**config.mk**
```make
export PLATFORM = sky130hd
export DESIGN_NAME = hyperbus_ca_decode
export DESIGN_NICKNAME = d
export VERILOG_FILES = /design/src/rtl/hyperbus_ca_decode.sv
export SDC_FILE = /design/constraint.sdc
export NUM_CORES = 1
export LEC_CHECK = 0
export CORE_ASPECT_RATIO = 1.4
export CORE_UTILIZATION = 55
export CTS_CLUSTER_DIAMETER = 80
export CTS_CLUSTER_SIZE = 16
export DETAILED_ROUTE_END_ITERATION = 10
export HOLD_SLACK_MARGIN = 0.02
export PLACE_DENSITY = 0.84
export SLEW_MARGIN = 25
export SYNTH_ARGS = -nofsm -noshare
export SYNTH_HDL_FRONTEND = slang
export SYNTH_SLANG_ARGS = --single-unit
```
**constraint.sdc**
```tcl
create_clock -name clk -period 3.9 [get_ports clk]
set_input_delay 0.39 -clock clk [delete_from_list [all_inputs] [get_ports clk]]
set_output_delay 0.39 -clock clk [all_outputs]
set_load 0.02 [all_outputs]
```
**src/rtl/hyperbus_ca_decode.sv**
```systemverilog
// HyperBus responder CA capture/decode, access-latency timer and data-phase word strobes.
// Define HB_CA_CHECK_EN to flag a nonzero reserved field CA[15:3] and drop the transaction.
module hyperbus_ca_decode #(
  parameter int LATENCY_CLKS = 6,
  parameter int WRAP_WORDS   = 16
) (
  input  logic        clk,
  input  logic        rst_n,
  input  logic        cs_n,
  input  logic        dq_valid,
  input  logic [7:0]  dq_in,
  output logic        ca_valid,
  output logic        ca_read,
  output logic        ca_reg_space,
  output logic        ca_linear,
  output logic [31:0] ca_addr,
  output logic        ca_err,
  output logic        ca_abort,
  output logic        data_phase,
  output logic        word_stb,
  output logic [31:0] word_addr,
  output logic [15:0] word_data
);
  // state  | meaning
  // IDLE   | waiting for the first CA byte
  // CA     | shifting in CA bytes 2..6
  // LAT    | initial access latency, DQ ignored
  // DATA   | pairing bytes into word strobes
  // DROP   | CA rejected, waiting for cs_n to rise
  typedef enum logic [2:0] {S_IDLE, S_CA, S_LAT, S_DATA, S_DROP} state_t;

  localparam logic [4:0]  LAT_LOAD  = 5'(LATENCY_CLKS - 1);
  localparam logic [31:0] WRAP_MASK = 32'(WRAP_WORDS - 1);

  state_t      state, state_nx;
  logic [39:0] ca_sh, ca_sh_nx;
  logic [2:0]  byte_cnt, byte_cnt_nx;
  logic [4:0]  lat_cnt, lat_cnt_nx;
  logic        hi_have, hi_have_nx;
  logic [7:0]  hi_byte, hi_byte_nx;
  logic [31:0] cur_addr, cur_addr_nx;
  logic        ca_valid_nx, ca_read_nx, ca_reg_space_nx, ca_linear_nx, ca_err_nx;
  logic        ca_abort_nx, data_phase_nx, word_stb_nx;
  logic [31:0] ca_addr_nx, word_addr_nx;
  logic [15:0] word_data_nx;

  logic [47:0] ca_full;
  logic [31:0] addr_inc, addr_adv;
  logic        rsvd_err;

  assign ca_full  = {ca_sh, dq_in};
  assign addr_inc = cur_addr + 32'd1;
  // wrapped bursts only advance the low log2(WRAP_WORDS) bits
  assign addr_adv = ca_linear ? addr_inc : ((cur_addr & ~WRAP_MASK) | (addr_inc & WRAP_MASK));

`ifdef HB_CA_CHECK_EN
  assign rsvd_err = |ca_full[15:3];
`else
  logic rsvd_unused;
  assign rsvd_unused = |ca_full[15:3];
  assign rsvd_err    = 1'b0;
`endif

  always_ff @(posedge clk) begin
    if (!rst_n) begin
      state        <= S_IDLE;
      ca_sh        <= '0;
      byte_cnt     <= '0;
      lat_cnt      <= '0;
      hi_have      <= 1'b0;
      hi_byte      <= '0;
      cur_addr     <= '0;
      ca_valid     <= 1'b0;
      ca_read      <= 1'b0;
      ca_reg_space <= 1'b0;
      ca_linear    <= 1'b0;
      ca_addr      <= '0;
      ca_err       <= 1'b0;
      ca_abort     <= 1'b0;
      data_phase   <= 1'b0;
      word_stb     <= 1'b0;
      word_addr    <= '0;
      word_data    <= '0;
    end else begin
      state        <= state_nx;
      ca_sh        <= ca_sh_nx;
      byte_cnt     <= byte_cnt_nx;
      lat_cnt      <= lat_cnt_nx;
      hi_have      <= hi_have_nx;
      hi_byte      <= hi_byte_nx;
      cur_addr     <= cur_addr_nx;
      ca_valid     <= ca_valid_nx;
      ca_read      <= ca_read_nx;
      ca_reg_space <= ca_reg_space_nx;
      ca_linear    <= ca_linear_nx;
      ca_addr      <= ca_addr_nx;
      ca_err       <= ca_err_nx;
      ca_abort     <= ca_abort_nx;
      data_phase   <= data_phase_nx;
      word_stb     <= word_stb_nx;
      word_addr    <= word_addr_nx;
      word_data    <= word_data_nx;
    end
  end

  always_comb begin
    state_nx        = state;
    ca_sh_nx        = ca_sh;
    byte_cnt_nx     = byte_cnt;
    lat_cnt_nx      = lat_cnt;
    hi_have_nx      = hi_have;
    hi_byte_nx      = hi_byte;
    cur_addr_nx     = cur_addr;
    ca_valid_nx     = 1'b0;
    ca_abort_nx     = 1'b0;
    word_stb_nx     = 1'b0;
    ca_read_nx      = ca_read;
    ca_reg_space_nx = ca_reg_space;
    ca_linear_nx    = ca_linear;
    ca_addr_nx      = ca_addr;
    ca_err_nx       = ca_err;
    data_phase_nx   = data_phase;
    word_addr_nx    = word_addr;
    word_data_nx    = word_data;
    if (cs_n) begin
      state_nx      = S_IDLE;
      byte_cnt_nx   = '0;
      hi_have_nx    = 1'b0;
      data_phase_nx = 1'b0;
      ca_abort_nx   = (state == S_CA);
    end else begin
      case (state)
        S_IDLE: if (dq_valid) begin
          ca_sh_nx    = {32'd0, dq_in};
          byte_cnt_nx = 3'd1;
          state_nx    = S_CA;
        end
        S_CA: if (dq_valid) begin
          if (byte_cnt == 3'd5) begin
            ca_valid_nx     = 1'b1;
            ca_read_nx      = ca_full[47];
            ca_reg_space_nx = ca_full[46];
            ca_linear_nx    = ca_full[45];
            ca_addr_nx      = {ca_full[44:16], ca_full[2:0]};
            ca_err_nx       = rsvd_err;
            byte_cnt_nx     = '0;
            lat_cnt_nx      = LAT_LOAD;
            state_nx        = rsvd_err ? S_DROP : S_LAT;
          end else begin
            ca_sh_nx    = {ca_sh[31:0], dq_in};
            byte_cnt_nx = byte_cnt + 3'd1;
          end
        end
        S_LAT: begin
          if (lat_cnt == 5'd0) begin
            state_nx      = S_DATA;
            data_phase_nx = 1'b1;
            cur_addr_nx   = ca_addr;
            hi_have_nx    = 1'b0;
          end else begin
            lat_cnt_nx = lat_cnt - 5'd1;
          end
        end
        S_DATA: if (dq_valid) begin
          if (!hi_have) begin
            hi_byte_nx = dq_in;
            hi_have_nx = 1'b1;
          end else begin
            word_stb_nx  = 1'b1;
            word_addr_nx = cur_addr;
            word_data_nx = ca_read ? 16'd0 : {hi_byte, dq_in};
            hi_have_nx   = 1'b0;
            cur_addr_nx  = addr_adv;
          end
        end
        S_DROP: ;
        default: state_nx = S_IDLE;
      endcase
    end
  end
endmodule
```
==> results of run 1 <==
path summary, 6_finish.rpt:
| check | endpoint | start |
|---|---|---|
| worst max-delay path | cur_addr[2]$_SDFFE_PN0P_ | lat_cnt[0]$_SDFFE_PN0P_ |
| worst min-delay path | lat_cnt[4]$_SDFFE_PN0P_ | lat_cnt[4]$_SDFFE_PN0P_ |
| worst max register to register | cur_addr[2]$_SDFFE_PN0P_ | lat_cnt[0]$_SDFFE_PN0P_ |
| worst min register to register | lat_cnt[4]$_SDFFE_PN0P_ | lat_cnt[4]$_SDFFE_PN0P_ |
synthesized netlist by cell type (16+ instances only):
library cell	number	share of area, %
sky130_fd_sc_hd__nor2b_1	33	2.7
sky130_fd_sc_hd__dfxtp_1	178	47
sky130_fd_sc_hd__a22oi_1	39	3.8
sky130_fd_sc_hd__nor2_1	55	2.7
sky130_fd_sc_hd__a21boi_0	67	6.6
sky130_fd_sc_hd__mux2i_1	22	2.9
sky130_fd_sc_hd__o21ai_0	28	1.8
sky130_fd_sc_hd__a21oi_1	47	3.1
sky130_fd_sc_hd__nor3_1	17	1.1
sky130_fd_sc_hd__nand2_1	185	9.1
sky130_fd_sc_hd__nand3b_1	16	1.6
sky130_fd_sc_hd__nand3_1	21	1.4
sky130_fd_sc_hd__clkbuf_1	63	3.1
critical path: cells and delay by family, from the launching register on:
| family | cells | cell delay (ns) |
|---|---|---|
| flip-flops | 1 | 0.33 |
| AND/OR/NAND/NOR | 2 | 0.65 |
| AO/OA/AOI/OAI | 3 | 1.34 |
| adder cells (fa/ha/maj) | 1 | 0.19 |
| buffers and inverters | 1 | 0.06 |
logic make-up after synthesis:
family | count (synthesis) | share of synthesized area (%)
mux | 22 | 2.88
other cells | 1 | 0.0490
buf+inv | 88 | 4.64
compound gates | 231 | 20.7
simple gates | 385 | 23.9
xor+xnor | 2 | 0.229
flops | 178 | 46.6
fa+ha+maj | 6 | 0.981
per-layer routing:
metal	wire [um]	vias up	share of wire [%]	global-route usage, %
met5	0	-	0	0
met4	618	0	3.2	12.7
met3	1250	58	6.4	4.78
met2	9670	320	50	47.8
met1	7970	3262	41	34.4
li1	-	3313	-	-
registers in the layout, indices dropped and copies added (netlist names), 2 cells and up:
signal	count
ca_sh	40
ca_addr	32
cur_addr	32
word_addr	32
word_data	16
hi_byte	8
lat_cnt	5
byte_cnt	3
state	2
stage by stage:
| stage | area (um^2) | utilization [%] | total power [W] | worst slack, ns |
|---|---|---|---|---|
| 2_1_floorplan | 7650 | - | 0.00195 | 1.61 |
| 3_3_place_gp | 8730 | 64.9 | 0.00198 | 1.18 |
| 3_5_place_dp | 8730 | 64.9 | 0.00199 | 1.08 |
| 4_1_cts | 9290 | 69.1 | 0.00359 | 1.27 |
| 5_1_grt | 9290 | 69.1 | 0.00368 | 1.05 |
| 6_report | 9290 | 69.1 | 0.00358 | 1.22 |
report_power, final:
part           switching (W)  total, W  leakage (nW)  internal [W]
Clock               0.000745   0.00164         0.265      0.000892
Combinational      0.0000714  0.000115          1.40     0.0000437
Sequential        0.00000624   0.00183          1.43       0.00182
area by class of cell:
class | instances | area, um^2 | share of cell area, %
Sequential cell | 178 | 3560 | 38.3
Multi-Input combinational cell | 647 | 3750 | 40.4
Inverter | 14 | 52.6 | 0.566
Clock inverter | 13 | 128 | 1.37
Clock buffer | 19 | 433 | 4.66
Tap cell | 182 | 228 | 2.45
Timing Repair Buffer | 118 | 1140 | 12.3
==> impl_metrics.ini, run 1 <==
[status]
run_status = finished, final reports clean

[placed_design]
dp_hpwl_um = 12800
post-place-cells = 1139
port-buffer-count = 98
gp_routability_congestion = 0.873

[synthesis]
yosysWarningCount = 0
synth_seq_area_share_pct = 46.6
synth_edf_count = 0
postSynth.topFlopCell = sky130_fd_sc_hd__dfxtp_1
syn_area_um2 = 7650
post_synthesis_mean_instance_area_um2 = 8.38
synth_seq_cells = 178
async_reset_ff_share_pct = 0
synth_cell_types = 57
postSynthCellCount = 913
mappedNetlistNets = 931

[layout]
synthToLayoutAreaGrowth_pct = 21.4
final_common_cell = sky130_fd_sc_hd__nand2_1
most_used_cells_in_the_layout_excluding_fill_and_tap_cells = 185 x sky130_fd_sc_hd__nand2_1, 178 x sky130_fd_sc_hd__dfxtp_1, 97 x sky130_fd_sc_hd__clkdlybuf4s50_1
drive_gt1_share_pct = 6.17
num_antenna_cells = 0
final_cell_count_without_fillers = 1171
nFillCells = 1043
num-nets-final = 994

[clocking]
worstSkewPairLatency_ns = 0.43
cts.reportedPaths.clkPinSlew_ns = 0.07
cts_num_sinks = 178
htree_levels = 4
cts_root_buffer = sky130_fd_sc_hd__clkbuf_16
holdBufCountCts = 0
cts_resized = 0
post_cts.repair.setup_buffers = 0
clockBufferDepth = 2
cts_tree = done
cts_made_buffers = 17

[timing]
max_clock_freq_mhz = 373
report.final.slew_viol_count = 0
fin_hold_ws_ns = 0.461
timing.final.hold_violations = 0
setup-tns-final_ns = 0
min_period_ns = 2.68
timing_worst_slew_pin_value_ns = 1.02
max-slew-margin-rel_pct = 32.0
layout_worst_path_cycle_share_pct = 68.7
setup_viol = 0
rsz0062_at_grt = no
fin_worst_skew_ns = 0.00876

[global_routing]
global_route.usage.total_pct = 28.1
total_congestion_overflow_after_global_routing = 0
grt_first_pass_wirelength_um = 31800
pin_count_of_the_biggest_net_entering_global_routing = 80
initial_antenna_violation_count = 0
number_of_global_route_vias_before_repair = 6478

[setup_path]
critPathSlowestCell = sky130_fd_sc_hd__a221oi_1
setup.worst_path.class = reg -> reg
worstPathMaxFanout = 8
critPathCaptureType = register
r2r.worst_path.cells = 7
worstPathRequired_ns = 4.21
cp_cell_sequence = inv_1 > ha_1 > or4b_1 > a221oi_1 > o21ai_0 > a22oi_1 > nor2b_1
timing.critical_path.arrival_ns = 2.99
critical-path-max-stage-delay_ns = 0.93
reg2reg_setup_slack_ns = 1.22
cp-start-kind = register

[routing]
drt_wl_total_um = 19500
dr.first_iter.drc_count = 413
drc = 0
drt.antenna.violating_nets = 0
vias = 6953
vias_per_cell = 5.94
firstDrtPassIters = 6
wire_per_inst_um = 16.7

[die]
die_h_um = 142
dieArea_um2 = 14400
core.rowCount = 50
top_ports = 100
core_area_um2 = 13500
die_w_um = 102
start_util_pct = 56.9

[power_and_ir_drop]
static-leakage-power_nw = 3.10
pwr_density_cell_nw_per_um2 = 386
peakVddDrop_mv = 0.309

[min_path]
worst_hold_path_type = reg -> reg
number_of_cells_traversed_by_the_worst_hold_path = 2

[run]
cap_violations = 0
(Power assumes the default switching activity.)
==> run 2: changes to the inputs <==
--- a/config.mk
+++ b/config.mk
@@ -6,12 +6,12 @@
 export NUM_CORES = 1
 export LEC_CHECK = 0
 export CORE_ASPECT_RATIO = 1.4
-export CORE_UTILIZATION = 55
+export CORE_UTILIZATION = 50
 export CTS_CLUSTER_DIAMETER = 80
 export CTS_CLUSTER_SIZE = 16
 export DETAILED_ROUTE_END_ITERATION = 10
 export HOLD_SLACK_MARGIN = 0.02
-export PLACE_DENSITY = 0.84
+export PLACE_DENSITY = 0.8
 export SLEW_MARGIN = 25
 export SYNTH_ARGS = -nofsm -noshare
 export SYNTH_HDL_FRONTEND = slang
==> constraint.sdc (replaced) <==
create_clock -name clk -period 2.2 [get_ports clk]
set_input_delay 0.22 -clock clk [delete_from_list [all_inputs] [get_ports clk]]
set_output_delay 0.22 -clock clk [all_outputs]
set_load 0.02 [all_outputs]
==> impl_metrics.ini, run 2 (synthesis results as in run 1) <==
[status]
run_status = finished, final reports clean

[clocking]
cts_root_buffer = sky130_fd_sc_hd__clkbuf_16
cts.reportedPaths.clkPinSlew_ns = 0.07
cts_made_buffers = 17
cts_num_sinks = 178
worstSkewPairLatency_ns = 0.44
clockBufferDepth = 2
htree_levels = 4
holdBufCountCts = 0
cts_tree = done

[die]
start_util_pct = 51.1
die_w_um = 107
dieArea_um2 = 15800
core.rowCount = 53
die_h_um = 148
top_ports = 100
core_area_um2 = 15000

[routing]
vias_per_cell = 5.74
wire_per_inst_um = 16.9
firstDrtPassIters = 6
drc = 0
vias = 7075
drt_wl_total_um = 20900
drt.antenna.violating_nets = 0
dr.first_iter.drc_count = 454

[layout]
nFillCells = 1217
synthToLayoutAreaGrowth_pct = 29.8
most_used_cells_in_the_layout_excluding_fill_and_tap_cells = 184 x sky130_fd_sc_hd__nand2_1, 176 x sky130_fd_sc_hd__dfxtp_1, 97 x sky130_fd_sc_hd__clkdlybuf4s50_1
multi_input_area_um2 = 3860
final_design_area_no_fill_um2 = 9940
num-nets-final = 1046
regArea_um2 = 3570
num_antenna_cells = 0
largest_register_ffs = 40
largest_register = ca_sh
drive_gt1_share_pct = 12.9
final_common_cell = sky130_fd_sc_hd__nand2_1

[timing]
max-slew-margin-rel_pct = 58.0
max_clock_freq_mhz = 456
setup_viol = 0
fin_worst_skew_ns = 0.00809
report.final.slew_viol_count = 0
rsz0062_at_grt = yes
fin_hold_ws_ns = 0.149
timing_worst_slew_pin_value_ns = 0.621
min_period_ns = 2.19
layout_worst_path_cycle_share_pct = 99.7
timing.final.hold_violations = 0

[setup_path]
cp-start-kind = register
setup.worst_path.class = reg -> reg
worstPathMaxFanout = 8
critPathCaptureType = register
timing.critical_path.arrival_ns = 2.52
critical-path-max-stage-delay_ns = 0.50
r2r.worst_path.cells = 8
worst_r2r_endpoint = cur_addr[12]$_SDFFE_PN0P_
crit_buf_inv = 2
worstPathRequired_ns = 2.52
critPathSlowestCell = sky130_fd_sc_hd__or4b_4
cp_cell_sequence = inv_2 > ha_4 > or4b_4 > a221oi_4 > buf_6 > o21ai_1 > a221oi_1 > nor2b_1
reg2reg_setup_slack_ns = 0.006
critical_path.top_delay_family = compound AO/OA/AOI/OAI gates
r2r-start = lat_cnt[1]$_SDFFE_PN0P_

[min_path]
worst_hold_startpoint = rst_n
hold_path_end = lat_cnt[4]$_SDFFE_PN0P_
worst_hold_path_type = in -> reg
number_of_cells_traversed_by_the_worst_hold_path = 3

[global_routing]
number_of_global_route_vias_before_repair = 6618
grt_first_pass_wirelength_um = 33200
initial_antenna_violation_count = 0
global_route.usage.total_pct = 26.8
pin_count_of_the_biggest_net_entering_global_routing = 41
total_congestion_overflow_after_global_routing = 0

[power_and_ir_drop]
pwr_density_cell_nw_per_um2 = 682
peakVddDrop_mv = 0.551
static-leakage-power_nw = 3.44

[placed_design]
dp_hpwl_um = 14500
placedInstanceArea_um2 = 9150
port-buffer-count = 98
gp_routability_congestion = 0.935

[run]
cap_violations = 0
==> run 2: power by group <==
group | internal, W | switching, W | total (W)
Sequential | 0.00324 | 0.0000110 | 0.00325
Clock | 0.00200 | 0.00129 | 0.00329
Combinational | 0.0000971 | 0.000137 | 0.000234
==> run 2: per-stage QoR <==
| step | total power (W) | worst slack [ns] | setup TNS [ns] | utilization [%] | instances |
|---|---|---|---|---|---|
| 4_1_cts | 0.00680 | 0.000101 | 0 | 65.6 | 1226 |
| 5_1_grt | 0.00694 | -0.0707 | -0.160 | 66.3 | 1233 |
| 3_5_place_dp | 0.00354 | -0.0642 | -0.0972 | 61.1 | 1194 |
| 6_report | 0.00677 | 0.00645 | 0 | 66.3 | 1233 |
| 3_3_place_gp | 0.00354 | 0.0102 | 0 | 61.1 | 1194 |
| 2_1_floorplan | 0.00346 | -0.0355 | -0.186 | - | 913 |
==> run 2: worst max path at each step <==
| stage | from | end | slack, ns | depth (start not counted) |
|---|---|---|---|---|
| 4_1_cts | lat_cnt[1]$_SDFFE_PN0P_ | cur_addr[12]$_SDFFE_PN0P_ | 0.0001 | 8 |
| 3_5_place_dp | lat_cnt[1]$_SDFFE_PN0P_ | cur_addr[18]$_SDFFE_PN0P_ | -0.06 | 8 |
| 3_3_place_gp | lat_cnt[1]$_SDFFE_PN0P_ | cur_addr[23]$_SDFFE_PN0P_ | 0.01 | 9 |
| 5_1_grt | lat_cnt[1]$_SDFFE_PN0P_ | cur_addr[12]$_SDFFE_PN0P_ | -0.07 | 8 |
| 6_report | lat_cnt[1]$_SDFFE_PN0P_ | cur_addr[12]$_SDFFE_PN0P_ | 0.006 | 8 |
| 2_1_floorplan | lat_cnt[1]$_SDFFE_PN0P_ | cur_addr[20]$_SDFFE_PN0P_ | -0.04 | 11 |
==> run 2: routing by layer <==
layer / global-route usage [%] / part of all wire, % / up-vias
met2: 45.4 / 50 / 267
met4: 15.8 / 4.3 / 0
met1: 31.2 / 40 / 3314
met3: 5.00 / 5.5 / 74
li1: - / - / 3420
met5: 0 / 0 / -
==> run 2: repair_timing <==
item,CTS,global route
setup endpoints to repair,4,19
setup buffers,0,7
resized for setup,5,15
endpoints found under the hold margin,0,0
pin swaps,0,8
==> run 2: layout make-up <==
cell class	count	area share [%]
timing repair buffer	170	15.9
clock inverter	11	1.75
sequential	178	35.9
multi-input combinational	647	38.8
inverter	14	0.529
tap	192	2.42
clock buffer	21	4.73
==> run 2: tightest hold or removal path: stages <==
cell                      delay [ns]
sky130_fd_sc_hd__buf_2          0.19
sky130_fd_sc_hd__nand2_1        0.10
sky130_fd_sc_hd__a21oi_1        0.03
==> RTL change 1 (config.mk and constraints of run 2) <==
`WRAP_WORDS`: 16 -> 12.
--- a/src/rtl/hyperbus_ca_decode.sv
+++ b/src/rtl/hyperbus_ca_decode.sv
@@ -4,3 +4,3 @@
   parameter int LATENCY_CLKS = 6,
-  parameter int WRAP_WORDS   = 16
+  parameter int WRAP_WORDS   = 12
 ) (
Check against the original RTL: same outputs for any inputs over 4 cycles, from zero or initial values and one cycle with rst_n low; that may be too few to reach the edited logic, so the function may still have changed.
==> RTL change 1 against run 2 <==
First-iteration DRC count rose by 9.9%; worst setup slack improved by 73 ps; cell count fell by 1.6%; area after synthesis barely moved; core utilization fell by 1.3 points; routed wire length fell by 2.7%; sequential cell count did not move; sequential share of layout area rose by 0.73 points; final area fell by 2.0%; non-clock buffer count fell by 22; total power fell by 3.1%; combinational power fell by 3%; critical path type unchanged; critical endpoint is now cur_addr[29]$_SDFFE_PN0P_.
==> RTL change 1: results (changes against run 2) <==
Metal-1 WL - 8220 um (was 8400 um)
Commonest cells post-synth - 183 x nand2_1, 178 x dfxtp_1, 68 x a21boi_0 (was 185 x nand2_1, 178 x dfxtp_1, 67 x a21boi_0)
fmax - 472 MHz (was 456 MHz)
vias - 7,054 (was 7,075)
gp weighted congestion - 0.887 (was 0.935)
post-CTS resize count - 2 (was 5)
critical path peak fanout - 12 (was 8)
internal power - 0.00497 W (was 0.00533 W)
biggest cell delay along the critical path - 510 ps
sequential fraction of the synthesis area - 46.6% (about the same)
clock buffer depth - 2 (unchanged)
grt met1 use - 31.6% (was 31.2%)
Slowest cell on crit path - or4b_4 (unchanged)
Worst R2R End - cur_addr[29]$_SDFFE_PN0P_ (was cur_addr[12]$_SDFFE_PN0P_)
top post-synthesis cells by area - dfxtp_1 47%, nand2_1 9.0%, a21boi_0 6.7% (was dfxtp_1 47%, nand2_1 9.1%, a21boi_0 6.6%)
Pre-antenna DRT Iters - 7 (was 6)
largest net degree at the start of global routing - 58 (was 41)
Hold WS - 248 ps (was 149 ps)
nets@finish - 1,026 (was 1,046)
initial antenna violation count - 0 (unchanged)
Hold EP - lat_cnt[4]$_SDFFE_PN0P_ (unchanged)
critical path's top delay family - simple AND/OR/NAND/NOR gates (was compound AO/OA/AOI/OAI gates)
reg2reg path depth - 6 (was 8)
worst vdd ir - 473 uV (was 551 uV)
Finished Layout Cells - 1,213 (was 1,233)
run status - completed (unchanged)
Global Route met3 Usage - 4.08% (was 5.00%)
FILL cells - 1,224 (was 1,217)
r2r startpoint - lat_cnt[1]$_SDFFE_PN0P_ (unchanged)
met2 WL post-DR - 10,200 um (was 10,400 um)
R2R Setup Slk - 80 ps (was 6 ps)
Post-Place Cell Area - 9090 um^2 (was 9150 um^2)
clk_skew - 10.4 ps (was 8.09 ps)
asr flop ratio synth - 0% (unchanged)
post-place setup slack - 5.81 ps (was -64.2 ps)
Hold Startpoint - rst_n (unchanged)
Worst Tran Pin Value - 605 ps (was 621 ps)
Post-Synthesis Cells - 913 (unchanged)
number of DRC markers in iteration 0 - 499 (was 454)
Crit path arrival time - 2470 ps (was 2520 ps)
layout cells sized above 1 - 9.99% (was 12.9%)
WL met3 - 1130 um (was 1140 um)
Final HPWL DP - 13,800 um (was 14,500 um)
Leak Pwr - 3.35 nW (was 3.44 nW)
GR Util met2 - 44.3% (was 45.4%)
Post-CTS Setup Bufs - 0 (unchanged)
all-layer global routing usage - 26.0% (was 26.8%)
busiest metal layer after global routing - met2 (unchanged)
routed len/inst - 16.7 um (was 16.9 um)
Largest register FFs - 40 (unchanged)
register share of total power - 49.5% (was 47.9%)
Main power group - registers (was clock)
Final Cell Area - 9740 um^2 (was 9940 um^2)
vias in the first global route - 6,430 (was 6,618)
post-synthesis cell type count - 59 (was 57)
first-pass GRT wire length - 32,500 um (was 33,200 um)
-- RTL change 1: cell type report --
cell class / count / share of cell area [%]
Clock buffer: 17 / 4.37
Clock inverter: 15 / 1.95
Inverter: 14 / 0.540
Multi-Input combinational cell: 649 / 39.1
Sequential cell: 178 / 36.6
Tap cell: 192 / 2.47
Timing Repair Buffer: 148 / 14.9
-- RTL change 1: kinds of logic after synthesis --
kind of cell               count (synthesis)  share of synthesized area, %
and+or+nand+nor                          383                          24.0
muxes                                     22                          2.88
buffers and inverters                     86                          4.42
AOI/OAI and AO/OA                        235                          20.9
DFF                                      178                          46.6
adders and majority gates                  6                         0.982
xor gates and xnor gates                   2                         0.229
other                                      1                        0.0490
-- RTL change 1: worst register-to-register path: stages (launching register included) --
cell	delay (ps)
dfxtp_2	320
inv_2	60
ha_4	130
or4b_4	510
a211o_4	450
or3_1	390
a31oi_1	190
==> RTL change 2 (flow settings as in run 2) <==
Made on the original files. Take the reset off `hi_byte` and load it in a clocked block of its own.
--- a/src/rtl/hyperbus_ca_decode.sv
+++ b/src/rtl/hyperbus_ca_decode.sv
@@ -70,3 +70,2 @@
       hi_have      <= 1'b0;
-      hi_byte      <= '0;
       cur_addr     <= '0;
@@ -89,3 +88,2 @@
       hi_have      <= hi_have_nx;
-      hi_byte      <= hi_byte_nx;
       cur_addr     <= cur_addr_nx;
@@ -103,2 +101,6 @@
     end
+  end
+
+  always_ff @(posedge clk) begin
+    hi_byte <= hi_byte_nx;
   end
Formal check against the unedited RTL: no difference found for any inputs over 4 cycles, from zero or initial values and one cycle with rst_n low; that may be too few to reach the edited logic, so the function may still have changed.
==> RTL change 2 against run 2 <==
Routed wire length down 4.7%; area after synthesis is 3.1% lower; synthesized cell count decreased by 1.8%; sequential share of layout area grew 2.7 points; total power shrank 4.1%; cell count fell by 2.8%; critical path type unchanged; count of clock-buffer cells in the layout down 2; worst setup slack better by 120 ps; maximum frequency is 5.7% higher; first-iteration DRC count up 6.6%; sequential cell count is the same; final area is 4.9% lower; worst hold slack better by 300 ps.
==> RTL change 2: results (changes against run 2) <==
met2 WL post-DR - 9830 um (was 10,400 um)
HP Class - reg -> reg (was in -> reg)
largest net degree at the start of global routing - 61 (was 41)
final wirelength - 19,900 um (was 20,900 um)
placed insts - 1,166 (was 1,194)
Hold Startpoint - word_data[7]$_SDFFE_PN0P_ (was rst_n)
post-place setup slack - 123 ps (was -64.2 ps)
Sw Ratio - 22.5% (was 21.3%)
Synth Area in Compound Gates - 20.4% (was 20.7%)
gp weighted congestion - 0.939 (was 0.935)
Pre-antenna DRT Iters - 4 (was 6)
EDFF count, synth - 8 (was 0)
top post-synthesis cells by area - dfxtp_1 46%, nand2_1 10%, a21oi_1 7.5% (was dfxtp_1 47%, nand2_1 9.1%, a21boi_0 6.6%)
sequential fraction of the synthesis area - 49.1% (was 46.6%)
Commonest cells post-synth - 198 x nand2_1, 170 x dfxtp_1, 111 x a21oi_1 (was 185 x nand2_1, 178 x dfxtp_1, 67 x a21boi_0)
run status - completed (unchanged)
post-synthesis cell type count - 65 (was 57)
routed len/inst - 16.6 um (was 16.9 um)
clk_skew - 7.53 ps (was 8.09 ps)
Post-Synth XOR/XNOR Area - 0% (was 0.229%)
Post-Synthesis Cells - 897 (was 913)
Syn Nets - 915 (was 931)
Metal-1 WL - 8020 um (was 8400 um)
Crit path arrival time - 2410 ps (was 2520 ps)
number of DRC markers in iteration 0 - 484 (was 454)
first-pass GRT wire length - 32,000 um (was 33,200 um)
grt met1 use - 31.5% (was 31.2%)
Critical path origin - lat_cnt[0]$_SDFFE_PN0P_ (was lat_cnt[1]$_SDFFE_PN0P_)
[RTL change 2: layout make-up]
| type | count | area (um^2) |
|---|---|---|
| sequential | 178 | 3640 |
| clock inverter | 13 | 150 |
| inverter | 21 | 81.3 |
| fill | 1205 | 4990 |
| timing repair buffer | 147 | 1450 |
| multi-input combinational | 631 | 3460 |
| tap | 189 | 236 |
| clock buffer | 19 | 433 |
[RTL change 2: critical path: stages, from the launching register on]
cell      delay [ps]
dfxtp_1          330
inv_1             60
ha_1             200
or4b_4           510
a221oi_4         320
buf_12           190
nand2_2          130
o21ai_0          240
[RTL change 2: through the flow]
stage	cell area (um^2)	total power, W	hold WS, ps	utilization (%)
after floorplan	7430	0.00346	319	-
after CTS	9440	0.00652	447	65.3
after detailed placement	8850	0.00354	446	61.3
final	9450	0.00649	451	65.4
after global placement	8850	0.00354	439	61.3
after global routing	9450	0.00666	464	65.4
[RTL change 2: timing repair]
action	4_1_cts	5_1_grt
hold endpoints to repair	0	0
setup endpoints to repair	0	8
gates resized for setup	0	3
